==> config.mk <==
export PLATFORM = sky130hd
export DESIGN_NAME = instr_fetch_buf
export DESIGN_NICKNAME = d
export VERILOG_FILES = /design/src/rtl/instr_fetch_buf.sv
export SDC_FILE = /design/constraint.sdc
export NUM_CORES = 1
export LEC_CHECK = 0
export BUFFER_PORTS_ARGS = -buffer_cell sky130_fd_sc_hd__buf_4
export CORE_MARGIN = 2
export CORE_UTILIZATION = 60
export CTS_BUF_LIST = sky130_fd_sc_hd__clkbuf_16
export DETAILED_ROUTE_END_ITERATION = 10
export HOLD_SLACK_MARGIN = 0.15
export PLACE_DENSITY = 0.82
export SKIP_LAST_GASP = 1
export SYNTH_ARGS = -nofsm -noshare
export SYNTH_HDL_FRONTEND = slang
export SYNTH_SLANG_ARGS = --single-unit
==> constraint.sdc <==
create_clock -name clk -period 7.8 [get_ports clk]
set_input_delay 0.39 -clock clk [delete_from_list [all_inputs] [get_ports clk]]
set_output_delay 0.39 -clock clk [all_outputs]
set_load 0.02 [all_outputs]
==> src/rtl/instr_fetch_buf.sv <==
// Instruction prefetch stage: sequential word fetch into a DEPTH-entry {word, pc} FIFO feeding the core.
// Define IFB_BYPASS_EN to forward a returning word straight to the core when the FIFO is empty.
module instr_fetch_buf #(
   parameter int          DEPTH    = 4,
   parameter logic [31:0] RESET_PC = 32'h0000_0000
) (
   input  logic        clk,
   input  logic        rst,
   output logic        mem_req,
   output logic [31:0] mem_addr,
   input  logic [31:0] mem_rdata,
   input  logic        redirect,
   input  logic [31:0] redirect_pc,
   output logic [31:0] instr_o,
   output logic [31:0] instr_pc_o,
   output logic        instr_valid_o,
   input  logic        instr_ready_i
);

   localparam int PW = $clog2(DEPTH);
   localparam int CW = $clog2(DEPTH) + 1;
   localparam logic [CW-1:0] DEPTH_C = CW'(DEPTH);

   logic [31:0]   fpc_q, fpc_d;
   logic          inflight_q, inflight_d;
   logic [31:0]   ifpc_q, ifpc_d;
   logic [PW-1:0] wr_ptr_q, wr_ptr_d;
   logic [PW-1:0] rd_ptr_q, rd_ptr_d;
   logic [CW-1:0] count_q, count_d;
   logic [31:0]   word_q [DEPTH];
   logic [31:0]   pc_q [DEPTH];

   logic fifo_nonempty;
   logic issue;
   logic bypass_sel;
   logic handshake;
   logic push;
   logic pop_fifo;

   // Credit uses the registered count only, so a same-cycle pop never buys an extra request.
   assign fifo_nonempty = (count_q != '0);
   assign issue         = rst && !redirect && ((count_q + CW'(inflight_q)) < DEPTH_C);
   assign mem_req       = issue;
   assign mem_addr      = fpc_q;

`ifdef IFB_BYPASS_EN
   assign bypass_sel = !fifo_nonempty && inflight_q && !redirect;
`else
   assign bypass_sel = 1'b0;
`endif

   always_comb begin
      instr_valid_o = 1'b0;
      instr_o       = '0;
      instr_pc_o    = '0;
      if (fifo_nonempty) begin
         instr_valid_o = 1'b1;
         instr_o       = word_q[rd_ptr_q];
         instr_pc_o    = pc_q[rd_ptr_q];
      end else if (bypass_sel) begin
         instr_valid_o = 1'b1;
         instr_o       = mem_rdata;
         instr_pc_o    = ifpc_q;
      end
   end

   assign handshake = instr_valid_o && instr_ready_i;
   assign pop_fifo  = handshake && fifo_nonempty;
   assign push      = inflight_q && !redirect && !(bypass_sel && handshake);

   // A redirect wins over everything: flush the FIFO, drop the in-flight word, restart at the target.
   always_comb begin
      fpc_d      = fpc_q;
      inflight_d = inflight_q;
      ifpc_d     = ifpc_q;
      wr_ptr_d   = wr_ptr_q;
      rd_ptr_d   = rd_ptr_q;
      count_d    = count_q;
      if (redirect) begin
         fpc_d      = {redirect_pc[31:2], 2'b00};
         inflight_d = 1'b0;
         wr_ptr_d   = '0;
         rd_ptr_d   = '0;
         count_d    = '0;
      end else begin
         inflight_d = issue;
         if (issue) begin
            fpc_d  = fpc_q + 32'd4;
            ifpc_d = fpc_q;
         end
         if (push) begin
            wr_ptr_d = wr_ptr_q + 1'b1;
         end
         if (pop_fifo) begin
            rd_ptr_d = rd_ptr_q + 1'b1;
         end
         case ({push, pop_fifo})
            2'b10:   count_d = count_q + 1'b1;
            2'b01:   count_d = count_q - 1'b1;
            default: count_d = count_q;
         endcase
      end
   end

   always_ff @(posedge clk or negedge rst) begin
      if (!rst) begin
         fpc_q      <= RESET_PC;
         inflight_q <= 1'b0;
         ifpc_q     <= '0;
         wr_ptr_q   <= '0;
         rd_ptr_q   <= '0;
         count_q    <= '0;
      end else begin
         fpc_q      <= fpc_d;
         inflight_q <= inflight_d;
         ifpc_q     <= ifpc_d;
         wr_ptr_q   <= wr_ptr_d;
         rd_ptr_q   <= rd_ptr_d;
         count_q    <= count_d;
      end
   end

   // Storage needs no reset: the outputs are masked whenever the FIFO is empty.
   always_ff @(posedge clk) begin
      if (push) begin
         word_q[wr_ptr_q] <= mem_rdata;
         pc_q[wr_ptr_q]   <= ifpc_q;
      end
   end

   fifoNoOverflow: assert property (@(posedge clk) disable iff (!rst)
      !(push && !pop_fifo && (count_q == DEPTH_C)));

endmodule

== Word level (Yosys, flattened, before mapping) ==
Memories as Yosys holds them, arrays and structs flattened.
Cells that the tools add are included.

* Memory bits (writable): 256
* Word-level logic and storage cells: 44
* Flip-flop bits (word level): 72
* Output and inout bits: 98
* Bits of input ports: 68
* Memories: 2

* Reduce and logical (&&, ||, !) cells: 12
* Bitwise gates (word level): 1
* Eq/ne operators: 2
* Add/sub/neg operators: 6
* Mux-type cells: 14
* Order comparisons: 1

{| class="wikitable"
|+ Memory list
! name !! words !! bits a word !! rd ports !! clocked after memory_dff !! write ports !! RTL line !! text
|-
| pc_q || 4 || 32 || 1 || 0 || 1 || 31 || <nowiki>logic [31:0] pc_q [DEPTH];</nowiki>
|-
| word_q || 4 || 32 || 1 || 0 || 1 || 30 || <nowiki>logic [31:0] word_q [DEPTH];</nowiki>
|}

{| class="wikitable"
|+ Operator list
! kind !! number
|-
| two-way mux 32 bit || 4
|-
| adder 32 x 3 -> 32 bit, second input constant || 1
|-
| two-way mux 2 bit || 4
|-
| case mux 3 bit (2 select lines) || 1
|-
| nonzero test 2 bit || 3
|-
| nonzero test 3 bit || 2
|-
| logical AND 1 bit || 5
|-
| adder 2 x 1 -> 2 bit, second input constant || 2
|-
| two-way mux 1 bit || 4
|-
| adder 3 x 1 -> 3 bit || 1
|-
| adder 3 x 1 -> 3 bit, second input constant || 1
|-
| < comparator 3 bit, second input constant || 1
|-
| two-way mux 3 bit || 1
|-
| subtractor 3 x 1 -> 3 bit, second input constant || 1
|-
| == test 2 x 1 -> 1 bit, second input constant || 1
|-
| == test 2 bit, second input constant || 1
|-
| AND reduction 2 bit || 1
|-
| zero test 1 bit || 1
|-
| inverter 1 bit || 1
|}

== Depth between registers and ports, before layout ==
* Depth in word-level cells: 7
* Mapped depth: 8
* Mapped depth without buffers: 8

== Worst setup path before layout ==
Ideal clock, no wire load.

* Path kind: reg-to-reg
* Start point: register inflight_q
* End point: memory pc_q[0][10], enable pin
* Arrival time: 2.224 ns
* Cell stages (with the launch flop): 4
* Library setup time: 0.427 ns
* Slack: 5.149 ns
* Buffers on the path: 1
* Clock period less this slack: 2.651 ns
* Cell sequence: dfrtp_1 buf_2 nor2b_1 and2_1

* Cells in the longest elaborated chain, start to end: 3

{| class="wikitable"
|+ RTL lines
! what !! RTL line !! text
|-
| start: declaration || 25 || <nowiki>logic inflight_q, inflight_d;</nowiki>
|-
| start signal: assignment || 115 || <nowiki>inflight_q <= inflight_d;</nowiki>
|-
| logical AND 1 bit || 69 || <nowiki>assign push = inflight_q && !redirect && !(bypass_sel && handshake);</nowiki>
|-
| two-way mux 1 bit || 125 || <nowiki>if (push) begin</nowiki>
|-
| two-way mux 1 bit (implied by the code) || 127 || <nowiki>pc_q[wr_ptr_q] <= ifpc_q;</nowiki>
|-
| end: declaration || 31 ||
|}

Every way passes these cells.

== Worst setup path in the final report ==
* Start point: register inflight_q
* End point: output port mem_req

* Cells in the longest elaborated chain, start to end: 3

{| class="wikitable"
|+ RTL lines
! what !! RTL line !! text
|-
| adder 3 x 1 -> 3 bit || 42 || <nowiki>assign issue = rst && !redirect && ((count_q + CW'(inflight_q)) < DEPTH_C);</nowiki>
|-
| < comparator 3 bit || 42 ||
|-
| logical AND 1 bit || 42 ||
|-
| end: declaration || 9 || <nowiki>output logic mem_req,</nowiki>
|}

Every way passes these cells.

==> results.txt <==
* GRT Util Overall: 0.2507
* Clock tree from TritonCTS: yes
- Post-cts repair resize count: 0
- Fraction of met2 tracks used by global routing: 0.4359
- Number of diodes added for antenna fixing: 0
- For this run the aggregate overflow at the end of global routing stands at 0.
- STA classifies the critical path endpoint as a primary output.
* Routed wire length: 27230 um
- The worst register-to-register path has a depth of 7.
- The worst hold path terminates at mem_addr[31].
* Setup clock skew after layout: 0.01686 ns
- STA puts the critical path data arrival time at 3.21 ns.
* Max Cap Viol: 0
- Worst path cell trace: a31o_2, and2_1, nand2b_1, nand2b_1, buf_4, inv_1, buf_4
- After routing, the total negative slack on setup checks comes to 0 ns.
- GR Layer Usage met1: 0.3297
- VDD IR-drop max: 0.0001944 V
- Measured on the finished design, the core utilization comes to 0.7518.
- Number of ports placed on the die boundary: 166
* Smallest setup slack after layout: 4.205 ns
* Critical register-to-register path startpoint: count_q[0]
- The path class of the tightest hold or removal check is in2reg.
- Quantity of I/O buffers inserted on ports: 159
- From left edge to right edge, the die measures 149.3 um.
* Starting density of the core: 0.6062
* Delay of the slowest critical-path stage: 0.56 ns
- Async set-reset flop share out of synthesis: 0.2152
- Across all register-to-register paths, the minimum setup slack is 4.84 ns.
- Via-to-Cell Ratio: 5.860
- Startpoint of the most critical hold path: redirect_pc[31]
- Area of the mapped netlist: 0.01266 sq mm
- Mean instance size in the synthesized netlist: 17.71 sq um
- Counting I/O delays and the setup requirement, the final critical path takes 3.595 ns.
- Number of violations reported at the end of detailed-routing iteration 0: 587
- CP top delay family: simple AND/OR/NAND/NOR gates
- For this run, global-route usage on met3 was measured as 0.04709.
- Largest net degree at the start of global routing: 66
- The via count of the first global-routing pass was 7749.
- Post-CTS clock slew at the launch and capture registers of the worst setup and hold paths: 0.06 ns
- The final hold violation count was 0.
* Slowest library cell on the worst path: sky130_fd_sc_hd__dfrtp_1
* Final Slew Violations: 0
- Area of the core: 0.02089 sq mm
- The run finished with clean final reports.
- Type of origin of the critical path: flop
* Proportion of layout cells with a drive suffix above 1: 0.3212
- Relative to the synthesized area, the layout overhead comes to 24.01%.
- Worst slack after detailed placement: 4.798 ns
- Setup repair after global routing missed its margin: false
* Synthesized netlist cell count: 715
- Sequential-to-total area share from yosys stat: 0.7225
- Yosys printed 0 warnings.
- For this design, the sink count on the clock tree is 316.
- Global placer's final weighted congestion: 0.8116
- Worst path required time: 7.41 ns
- The clock passes through at most 3 buffers.
- Netlist cell types: 39
- Worst Path Buf+Inv: 3
* First-pass GRT wire length: 42570 um
- Hold timing on the final database bottoms out at a slack of 0.1815 ns.
* ANT nets after route: 0
- The worst hold path was traced through 3 stages.
- Counting flops with a built-in enable in the synthesized netlist gives 248.
* Routed wirelength normalized by instance count: 22.07 um
* Global-route layer with the greatest usage: met2
* Leading register cell type out of synthesis: sky130_fd_sc_hd__edfxtp_1
* Worst Max-Slew Pin Slew: 1.387 ns
* Maximum clock rate: 278.2 MHz
- The routed layout has 7231 vias.
- In this run, synthesis produced a sequential element count of 316.
* Start-to-end type of the worst setup path: reg2out
- CTS buffer count: 30
- CTS root buf: sky130_fd_sc_hd__clkbuf_16
- The analysis attributes to cell leakage a power of 5.701 nW.
* Worst slew margin: 0.07560
- End of the worst register-to-register path: count_q[2]
- The first detailed-routing pass took 4 iterations.
* Die Outline Area: 0.02228 sq mm
* Placed wire-length estimate after detailed placement: 14850 um
- Critical Path Fanout Max: 22
- In this run the core area contains 53 standard-cell rows.
- Dividing the final minimum period by the clock period gives 0.4609.
* H-Tree Depth: 1
- Height of the die: 149.3 um
* Clock network latency to the later pin of the worst-skew pair: 0.55 ns
- Number of nets in the final layout: 1009
* Antenna violations before repair: 0
- In this run the power density over the cells is 310.6 mW/mm^2.
- Setup violations remaining at the end of the flow were counted as 0.
* Drc violations: 0
## kinds of logic after synthesis
kind of cell | after synthesis | share of synthesized area
muxes | 97 | 0.1411
other | 1 | 0.0002961
AOI/OAI and AO/OA | 41 | 0.01808
xor gates and xnor gates | 29 | 0.02006
buffers and inverters | 48 | 0.01571
adders and majority gates | 6 | 0.006521
and+or+nand+nor | 177 | 0.07578
DFF | 316 | 0.7225
## report_power, final
group / switching [mW] / internal [mW] / leakage [nW] / total, mW
Clock: 0.600 / 0.839 / 0.498 / 1.44
Sequential: 0.168 / 2.02 / 3.07 / 2.18
Combinational: 0.650 / 0.604 / 2.13 / 1.25
## timing repair
action,4_1_cts,5_1_grt
setup buffers,0,0
hold buffers,62,0
hold endpoints to repair,165,0
## Yosys cell counts (all sizes together), types with 13 or more instances
cell,number,area share
nor2,15,0.0044
clkbuf,24,0.0071
and2,68,0.034
buf,16,0.0062
xor2,17,0.012
edfxtp,248,0.59
dfrtp,68,0.13
nand3,13,0.0055
o21ai,27,0.011
mux2,32,0.028
nand2,42,0.012
mux4,62,0.11
## how the worst max path moves through the flow
stage	startpoint	to	slack [ns]	depth (start not counted)
after floorplan	inflight_q	pc_q[0][10]	5.15	3
after global placement	count_q[0]	count_q[2]	4.87	7
after detailed placement	count_q[0]	count_q[2]	4.80	7
after CTS	inflight_q	mem_req	4.23	7
after global routing	inflight_q	mem_req	3.99	7
final	inflight_q	mem_req	4.20	7
## tightest hold or removal path, stage by stage
cell and delay, ns:
sky130_fd_sc_hd__buf_4 0.12, sky130_fd_sc_hd__nor2_1 0.11, sky130_fd_sc_hd__a31oi_1 0.07
## flip-flops by register name (all words and copies together), names as in the netlist
| name | cells |
|---|---|
| ifpc_q | 30 |
| mem_addr | 30 |
| wr_ptr_q | 2 |
| count_q | 3 |
| pc_q | 120 |
| rd_ptr_q | 2 |
| inflight_q | 1 |
| word_q | 128 |
## metal layers
metal  vias up  wire (um)
li1       3186          -
met1      3700      10540
met2       301      14220
met3        44       1985
met5         -          0
met4         0        478
## layout by cell type (no fill, tap or decap), types with 2 or more instances in the layout
master	netlist	layout
sky130_fd_sc_hd__a21oi_1	3	3
sky130_fd_sc_hd__a31oi_1	4	4
sky130_fd_sc_hd__and2_1	68	64
sky130_fd_sc_hd__and2_4	0	4
sky130_fd_sc_hd__and3_1	4	4
sky130_fd_sc_hd__buf_4	4	163
sky130_fd_sc_hd__bufinv_16	0	3
sky130_fd_sc_hd__clkbuf_16	0	32
sky130_fd_sc_hd__clkinv_1	1	12
sky130_fd_sc_hd__clkinv_2	0	2
sky130_fd_sc_hd__conb_1	1	4
sky130_fd_sc_hd__dfrtp_1	68	66
sky130_fd_sc_hd__dlygate4sd3_1	0	62
sky130_fd_sc_hd__edfxtp_1	248	248
sky130_fd_sc_hd__ha_1	5	5
sky130_fd_sc_hd__inv_1	7	11
sky130_fd_sc_hd__mux2_2	32	32
sky130_fd_sc_hd__mux2i_1	3	3
sky130_fd_sc_hd__mux4_2	62	62
sky130_fd_sc_hd__nand2_1	42	42
sky130_fd_sc_hd__nand2b_1	2	2
sky130_fd_sc_hd__nand3_1	12	12
sky130_fd_sc_hd__nand4_1	10	10
sky130_fd_sc_hd__nor2_1	15	15
sky130_fd_sc_hd__nor3_1	4	4
sky130_fd_sc_hd__nor4_1	6	6
sky130_fd_sc_hd__nor4b_1	2	2
sky130_fd_sc_hd__o21ai_0	27	27
sky130_fd_sc_hd__o31ai_1	4	4
sky130_fd_sc_hd__or3_1	4	3
sky130_fd_sc_hd__or4_1	4	4
sky130_fd_sc_hd__xnor2_1	12	12
sky130_fd_sc_hd__xor2_1	17	17
## layout make-up
type / count / area, sq um
tap: 275 / 344.1
inverter: 8 / 30.03
sequential: 316 / 9154
fill: 1212 / 5185
clock buffer: 32 / 800.8
multi-input combinational: 354 / 3338
clock inverter: 24 / 192.7
timing repair buffer: 225 / 1844
## metrics by stage
step / instances / total power [mW] / area [sq um]
floorplan: 718 / 2.944 / 12670
global placement: 1116 / 3.404 / 14090
detailed placement: 1116 / 3.447 / 14090
CTS: 1234 / 4.909 / 15700
global route: 1234 / 5.085 / 15700
finish: 1234 / 4.877 / 15700
No activity file was read; power rests on OpenSTA's default activity.
